==> src/rtl/fft_pkg.sv <==
`default_nettype none
// ============================================================================
// Module  : fft_pkg
// Brief   : Shared FFT datapath constants (Q8.8) and arbiter state encoding.
// Revision: 1.0 - initial release
// ============================================================================
package fft_pkg;

    localparam int WIDTH = 16;
    localparam int FRAC  = 8;

    localparam logic [WIDTH-1:0] SIN_45  = 16'h00B5;
    localparam logic [WIDTH-1:0] SIN_315 = 16'hFF4B;

    typedef enum logic [0:0] {
        IDLE = 1'b0,
        RUN  = 1'b1
    } arb_state_t;

endpackage
`default_nettype wire

==> src/rtl/rr_pick.sv <==
`default_nettype none
// ============================================================================
// Module  : rr_pick
// Brief   : Combinational round-robin picker: first set request at or above
//           ptr, wrapping around.
// Revision: 1.0 - initial release
// ============================================================================
module rr_pick
    import fft_pkg::*;
#(
    parameter  int N_REQ = 4,
    localparam int PTR_W = (N_REQ > 1) ? $clog2(N_REQ) : 1
) (
    input  logic [N_REQ-1:0] req,
    input  logic [PTR_W-1:0] ptr,
    output logic [N_REQ-1:0] grant_onehot,
    output logic [PTR_W-1:0] grant_idx,
    output logic             any
);

    int w_sum;

    // Scan offsets from farthest to nearest so the nearest set bit wins.
    always_comb begin
        grant_idx = '0;
        any       = 1'b0;
        w_sum     = 0;
        for (int off = N_REQ - 1; off >= 0; off--) begin
            w_sum = int'(ptr) + off;
            if (w_sum >= N_REQ) begin
                w_sum = w_sum - N_REQ;
            end
            if (req[w_sum[PTR_W-1:0]]) begin
                grant_idx = w_sum[PTR_W-1:0];
                any       = 1'b1;
            end
        end
        grant_onehot = '0;
        if (any) begin
            grant_onehot[grant_idx] = 1'b1;
        end
    end

endmodule
`default_nettype wire

==> src/rtl/mult_arbiter.sv <==
`default_nettype none
// ============================================================================
// Module  : mult_arbiter
// Brief   : Round-robin sharing of one sequential Q8.8 multiplier among
//           N_REQ requesters, with a watchdog for a multiplier that hangs.
// Revision: 1.0 - initial release
// ============================================================================
module mult_arbiter
    import fft_pkg::*;
#(
    parameter int N_REQ   = 4,
    parameter int WIDTH   = fft_pkg::WIDTH,
    parameter int TIMEOUT = 64
) (
    input  logic                   clk,
    input  logic                   rst,
    input  logic [N_REQ-1:0]       req_valid,
    input  logic [N_REQ*WIDTH-1:0] req_a,
    input  logic [N_REQ*WIDTH-1:0] req_b,
    output logic [N_REQ-1:0]       req_ready,
    output logic [N_REQ-1:0]       rsp_valid,
    output logic [WIDTH-1:0]       rsp_data,
    output logic                   rsp_err,
    output logic [WIDTH-1:0]       mult_inp1,
    output logic [WIDTH-1:0]       mult_inp2,
    output logic                   mult_rst,
    input  logic [WIDTH-1:0]       mult_out,
    input  logic                   mult_stb,
    output logic                   busy
);

    localparam int PTR_W = (N_REQ > 1) ? $clog2(N_REQ) : 1;
    localparam int CNT_W = $clog2(TIMEOUT);

    arb_state_t       r_state, w_state;
    logic [PTR_W-1:0] r_ptr, w_ptr;
    logic [PTR_W-1:0] r_gidx, w_gidx;
    logic [CNT_W-1:0] r_wd, w_wd;
    logic [WIDTH-1:0] r_inp1, w_inp1;
    logic [WIDTH-1:0] r_inp2, w_inp2;
    logic [N_REQ-1:0] r_req_ready, w_req_ready;
    logic [N_REQ-1:0] r_rsp_valid, w_rsp_valid;
    logic             r_rsp_err, w_rsp_err;
    logic [WIDTH-1:0] r_rsp_data, w_rsp_data;

    logic [N_REQ-1:0] w_pick_oh;
    logic [PTR_W-1:0] w_pick_idx;
    logic             w_pick_any;
    logic [N_REQ-1:0] w_issuer_oh;
    logic [PTR_W-1:0] w_ptr_inc;

    rr_pick #(
        .N_REQ (N_REQ)
    ) u_pick (
        .req          (req_valid),
        .ptr          (r_ptr),
        .grant_onehot (w_pick_oh),
        .grant_idx    (w_pick_idx),
        .any          (w_pick_any)
    );

    always_ff @(posedge clk) begin
        if (rst) begin
            r_state     <= IDLE;
            r_ptr       <= '0;
            r_gidx      <= '0;
            r_wd        <= '0;
            r_inp1      <= '0;
            r_inp2      <= '0;
            r_req_ready <= '0;
            r_rsp_valid <= '0;
            r_rsp_err   <= 1'b0;
            r_rsp_data  <= '0;
        end else begin
            r_state     <= w_state;
            r_ptr       <= w_ptr;
            r_gidx      <= w_gidx;
            r_wd        <= w_wd;
            r_inp1      <= w_inp1;
            r_inp2      <= w_inp2;
            r_req_ready <= w_req_ready;
            r_rsp_valid <= w_rsp_valid;
            r_rsp_err   <= w_rsp_err;
            r_rsp_data  <= w_rsp_data;
        end
    end

    always_comb begin
        w_state     = r_state;
        w_ptr       = r_ptr;
        w_gidx      = r_gidx;
        w_wd        = r_wd;
        w_inp1      = r_inp1;
        w_inp2      = r_inp2;
        w_req_ready = '0;
        w_rsp_valid = '0;
        w_rsp_err   = 1'b0;
        w_rsp_data  = '0;
        w_issuer_oh = '0;
        w_issuer_oh[r_gidx] = 1'b1;
        w_ptr_inc   = (r_gidx == PTR_W'(N_REQ - 1)) ? '0 : r_gidx + 1'b1;

        case (r_state)
            IDLE: begin
                if (w_pick_any) begin
                    w_inp1      = req_a[w_pick_idx*WIDTH +: WIDTH];
                    w_inp2      = req_b[w_pick_idx*WIDTH +: WIDTH];
                    w_req_ready = w_pick_oh;
                    w_gidx      = w_pick_idx;
                    w_wd        = '0;
                    w_state     = RUN;
                end
            end
            RUN: begin
                w_wd = r_wd + 1'b1;
                // A strobe on the last watchdog cycle still counts as success.
                if (mult_stb || (r_wd == CNT_W'(TIMEOUT - 1))) begin
                    w_rsp_valid = w_issuer_oh;
                    w_rsp_err   = ~mult_stb;
                    w_rsp_data  = mult_stb ? mult_out : '0;
                    w_ptr       = w_ptr_inc;
                    w_state     = IDLE;
                end
            end
            default: begin
                w_state = IDLE;
            end
        endcase
    end

    // Multiplier is held cleared whenever no job is in flight.
    assign mult_rst  = (r_state == IDLE);
    assign busy      = (r_state == RUN);
    assign mult_inp1 = r_inp1;
    assign mult_inp2 = r_inp2;
    assign req_ready = r_req_ready;
    assign rsp_valid = r_rsp_valid;
    assign rsp_err   = r_rsp_err;
    assign rsp_data  = r_rsp_data;

endmodule
`default_nettype wire

==> config.mk <==
export PLATFORM = sky130hd
export DESIGN_NAME = mult_arbiter
export DESIGN_NICKNAME = d
export VERILOG_FILES = /design/src/rtl/fft_pkg.sv /design/src/rtl/rr_pick.sv /design/src/rtl/mult_arbiter.sv
export SDC_FILE = /design/constraint.sdc
export NUM_CORES = 1
export LEC_CHECK = 0
export BUFFER_PORTS_ARGS = -buffer_cell sky130_fd_sc_hd__buf_2
export CORE_ASPECT_RATIO = 1.1
export CORE_MARGIN = 3
export CORE_UTILIZATION = 46
export CTS_BUF_LIST = sky130_fd_sc_hd__clkbuf_4 sky130_fd_sc_hd__clkbuf_8 sky130_fd_sc_hd__clkbuf_16
export DETAILED_ROUTE_END_ITERATION = 16
export GPL_TIMING_DRIVEN = 0
export PLACE_DENSITY = 0.86
export SLEW_MARGIN = 10
export SYNTH_ARGS = -nofsm -noshare
export SYNTH_HDL_FRONTEND = slang
export SYNTH_SLANG_ARGS = --single-unit
export TNS_END_PERCENT = 1
==> constraint.sdc <==
create_clock -name clk -period 3.8 [get_ports clk]
set_input_delay 0 -clock clk [delete_from_list [all_inputs] [get_ports clk]]
set_output_delay 0 -clock clk [all_outputs]
set_load 0.005 [all_outputs]
Word-level counts from Yosys, hierarchy flattened

Cells that the tools add are included.

Bits in registers: 68
Bits of input ports: 151
Output and inout port bits: 59
Logic and storage cells: 78

Add/sub/neg operators: 9
Order comparisons: 12
Equality and inequality tests: 3
Shift-type cells: 2
Muxes and demuxes: 30
Bitwise gates (word level): 4
Reductions and logical operators: 8

Operator list:

| kind                                                                                 | number |
|---|---|
| 64-bit by 7-bit indexed part select with 16-bit output                               | 2 |
| 2-bit by 3-bit < comparator with 1-bit output (second input constant)                | 6 |
| 2-bit two-way mux                                                                    | 9 |
| 1-bit two-way mux                                                                    | 12 |
| 6-bit case mux with 2 select lines                                                   | 1 |
| 3-bit greater-or-equal comparator (second input constant)                            | 3 |
| 1-bit binary-select mux with 2-bit select                                            | 4 |
| 2-bit by 1-bit subtractor with 2-bit output (second input constant)                  | 4 |
| 2-bit by 2-bit adder with 3-bit output (second input constant)                       | 2 |
| 6-bit by 1-bit adder with 6-bit output (second input constant)                       | 1 |
| 6-bit equality test (second input constant)                                          | 1 |
| 6-bit two-way mux                                                                    | 1 |
| 3-bit OR reduction                                                                   | 2 |
| 1-bit demux with 2-bit select                                                        | 2 |
| 2-bit by 1-bit greater-or-equal comparator with 1-bit output (second input constant) | 2 |
| 1-bit inverter                                                                       | 4 |
| 2-bit AND reduction                                                                  | 2 |
| 4-bit OR reduction                                                                   | 1 |
| 2-bit by 1-bit adder with 3-bit output (second input constant)                       | 1 |
| 2-bit by 3-bit greater-or-equal comparator with 1-bit output (second input constant) | 1 |
| 2-bit by 1-bit adder with 2-bit output (second input constant)                       | 1 |
| 2-bit equality test (second input constant)                                          | 1 |
| 1-bit logical AND                                                                    | 2 |
| 2-bit by 1-bit != test with 1-bit output (second input constant)                     | 1 |
| other kinds (2)                                                                      | 2 |

Logic depth before layout (Yosys ltp)

Word-level depth: 13
Mapped depth: 7
Depth with buffers taken out: 5

Hierarchy

From an unflattened synthesis, not the netlist that was laid out.

Cells, all modules: 257
Area, all modules: 3214.3 um2

Modules (own cells, without submodules):

| module       | times used | cells each | area an instance (um2) |
|---|---|---|---|
| mult_arbiter | 1          | 224        | 3002.9 |
| rr_pick      | 1          | 33         | 211.5 |

Worst setup path after synthesis

Ideal clock, no wire load.

Path kind: register -> register
Start point: register r_ptr[0]
End point: register r_inp1[10] (netlist: mult_inp1[10])
Setup time: 0.128 ns
Arrival time: 1.552 ns
Data required time: 3.672 ns
Setup slack: 2.120 ns
Cell stages (with the launch flop): 7
Clock period less this slack: 1.680 ns
Path through: dfxtp_1 inv_1 a21oi_1 a2bb2oi_2 buf_1 mux2i_1 o221ai_2

Word-level cells in the longest chain between the ends: 10

Ends and longest elaborated chain:

| element                                                                                                 | line                         | RTL |
|---|---|---|
| from (decl)                                                                                             | mult_arbiter.sv:36           | `logic [PTR_W-1:0] r_ptr, w_ptr;` |
| from (signal assigned)                                                                                  | mult_arbiter.sv:76           | `r_ptr <= w_ptr;` |
| 2-bit by 2-bit adder with 3-bit output                                                                  | rr_pick.sv:29                | `w_sum = int'(ptr) + off;` |
| 3-bit greater-or-equal comparator / 2-bit by 1-bit subtractor with 2-bit output (equally long branches) | rr_pick.sv:30, rr_pick.sv:31 |  |
| 2-bit two-way mux                                                                                       | rr_pick.sv:30                | `if (w_sum >= N_REQ) begin` |
| 1-bit binary-select mux with 2-bit select                                                               | rr_pick.sv:33                | `if (req[w_sum[PTR_W-1:0]]) begin` |
| 1-bit two-way mux (not written as such)                                                                 | rr_pick.sv:33                |  |
| 2-bit two-way mux / 1-bit two-way mux (equally long branches) (4 in a row)                              | rr_pick.sv:33                |  |
| 64-bit by 7-bit indexed part select with 16-bit output / 2-bit AND reduction (equally long branches)    | -                            |  |
| to (signal assigned)                                                                                    | mult_arbiter.sv:79           | `r_inp1 <= w_inp1;` |
| to (decl)                                                                                               | mult_arbiter.sv:39           | `logic [WIDTH-1:0] r_inp1, w_inp1;` |

Parallel ways exist; a longest one is shown, timed or not. The select of a mux whose other input is x is not followed.
A chain may end at the register's enable or synchronous reset.

Worst setup path in the final report

Start point: register r_ptr[0]
End point: register r_inp1[13] (netlist: mult_inp1[13])

The elaborated chain is that of the path after synthesis.

==> metrics <==
hold slack a little under 0.005 ns; sequential share of the synthesized area 0.421; DR iter-0 viols roughly 120; IO Pins 210; Die Footprint 8080 um^2; initial antenna violation count 0; final setup fails 0; Synth warnings 0; grt peak-use layer met2; routability cong. 0.806; flops & latches, synth 68; Post-synth EDFFs 0; end of the worst hold path mult_inp1[12]; Syn Std Cell Area about 3200 um^2; # diodes 0; gr usage total 0.312; Yosys cell types 31; largest fanout on the critical path 10; DRT antenna net count 0; syn avg cell area about 11 um^2; Die Y approximately 94 um; met2 usage 0.582; CP required between 4 and 5 ns; routed length per placed instance 18.3 um; Port Buffers between 200 and 250; Hold Crit Depth 3; post-synth top area share 0.421; clock buffer count from CTS 9; max-capacitance violation count 0; DRC 0; Max Clk Rate roughly 320 MHz; Hold Path Class in -> reg; ranking of synthesized cells by area dfxtp_1 (42%), mux2i_1 (20%), o221ai_2 (13%), nand2_1 (4.4%), and2_1 (4.1%); Setup TNS 0 ns; CTS Sinks 68; area grow syn2layout 72.1%; CP Capture Type flop; share of layout cells above drive strength 1 0.433; Starting Density 0.482; worst r2r path cells 8; outcome complete, no violations; Clock Tree Buf Depth 2; Worst R2R End mult_inp1[13]; router iterations before antenna repair 4; slew margin rel. 0.505; ys flop type dfxtp_1; later-pin clock latency in the skew report 0.34 ns; total number of vias approximately 3.8k; clk_skew between 0.009 and 0.01 ns; fin nets ~780; Synth async-reset ratio 0; largest net degree at the start of global routing 14; RSZ-0062 raised after global routing false; Pins Over Slew Limit 0; Tightest Pin Transition between 0.7 and 0.8 ns; Syn Nets between 400 and 500; die span in x between 80 and 90 um; Post-Place Setup Slack between 1.5 and 2 ns; leak pwr approximately 2.7 nW; row cnt 31; crit path kind reg -> reg; HPWL Detailed ~7.9 mm; setup ws final 0.651 ns; RR Startpoint r_ptr[0]; routing usage on met1 0.300; CTS tree built; clock root buffer clkbuf_8; core area approximately 6700 um^2; met3 usage 0.0974; grt total ovfl 0; R2R Setup Slk about 0.65 ns; Yosys top cell by area dfxtp_1; number of fill cells approximately 370; DR vias/cell approximately 5.4; WP data arrival between 3 and 4 ns; Final Hold Viols 0; CP Launch Point r_ptr[0]; crit share post-route 0.829; Clock Pin Slew Worst Setup and Hold Paths 0.08 ns; vias in the first global route ~4.0k; CP startpoint kind flop; hold path startpoint req_a[12]; maximum VDD drop just over 300 uV; H-tree depth 3; cells after synthesis a little over 300; final WL ~13 mm; pwr dens between 300 and 400 nW/um^2; fin crit period around 3.1 ns; first-pass GRT wire length roughly 19 mm
per-layer routing:
metal	up-vias	routed length, um
met5	-	0
met4	0	538
met3	48	1130
met2	216	6940
met1	1783	4360
li1	1742	-
cell type report:
type / count / area (um^2) / share of cell area
Sequential cell: 68 / 1360 / 0.244
Buffer: 20 / 124 / 0.0222
Tap cell: 82 / 103 / 0.0184
Inverter: 6 / 22.5 / 0.00404
Clock buffer: 9 / 124 / 0.0222
Multi-Input combinational cell: 211 / 1730 / 0.310
Timing Repair Buffer: 305 / 2010 / 0.360
Clock inverter: 7 / 98.8 / 0.0177
Yosys cell counts, drive strengths merged (2+ instances only):
library cell  count
ha                5
inv               6
nand3b            2
nor3              4
mux2i            66
o21ai             3
dfxtp            68
buf              17
nand4             2
a22o              2
clkbuf            3
nor4              2
nor2             16
nand2            38
a21oi             9
o221ai           32
and2             21
stage by stage:
step            util  cell area [um^2]  power (mW)  std cells
2_1_floorplan      -              3240        1.01        305
3_3_place_gp   0.654              4390        1.18        596
3_5_place_dp   0.654              4390        1.19        596
4_1_cts        0.828              5560        1.96        707
5_1_grt        0.830              5570        2.06        708
6_report       0.830              5570        1.99        708
registers in the layout (all words and copies together) (netlist names):
name       count
mult_inp1     16
r_gidx         2
rsp_err        1
mult_inp2     16
busy           1
r_ptr          2
rsp_valid      4
rsp_data      16
r_wd           6
req_ready      4
worst max-delay path, cell delays in order (launching register included):
cell	delay, ns
dfxtp_1	0.37
inv_1	0.07
a21oi_1	0.16
a2bb2oi_2	0.27
buf_1	0.61
mux2i_1	0.29
dlygate4sd3_1	0.61
o221ai_2	0.10
dlygate4sd3_1	0.57
cells in the final DEF, fill, tap and decap left out, types with 2 or more instances in the layout:
master	count
buf_2	218
dlygate4sd3_1	96
dfxtp_1	68
mux2i_1	66
nand2_1	38
o221ai_2	28
and2_1	21
nor2_1	16
a21oi_1	9
clkbuf_8	9
inv_1	6
ha_1	5
nor3_1	4
buf_4	4
o221ai_1	4
clkbuf_1	3
buf_6	3
o21ai_0	3
nor4_1	2
nand4_1	2
a22o_1	2
bufinv_16	2
inv_6	2
power breakdown:
group,switching (mW),leakage [nW],internal [mW]
combinational,0.224,1.99,0.292
clock,0.305,0.110,0.374
sequential,0.0298,0.557,0.764
timing repair:
| action | in CTS | in global routing |
|---|---|---|
| hold endpoints to repair | 45 | 1 |
| resized for setup | 0 | 0 |
| buffers inserted | 0 | 0 |
| hold buffers | 95 | 1 |
how the worst max path moves through the flow:
stage	to	depth (start not counted)	slack (ns)
floorplan	mult_inp1[10]	6	2.12
global placement	mult_inp2[15]	6	1.74
detailed placement	mult_inp2[15]	6	1.68
CTS	mult_inp2[0]	8	0.71
global route	mult_inp1[13]	8	0.46
finish	mult_inp1[13]	8	0.65
cell families after synthesis:
kind of cell,share of synthesized area
AND/OR/NAND/NOR,0.132
flip-flops,0.421
multiplexers,0.204
AO/OA/AOI/OAI,0.176
buffers and inverters,0.0452
adder cells (fa/ha/maj),0.0193
XOR/XNOR,0.00271
(Power assumes the default switching activity.)
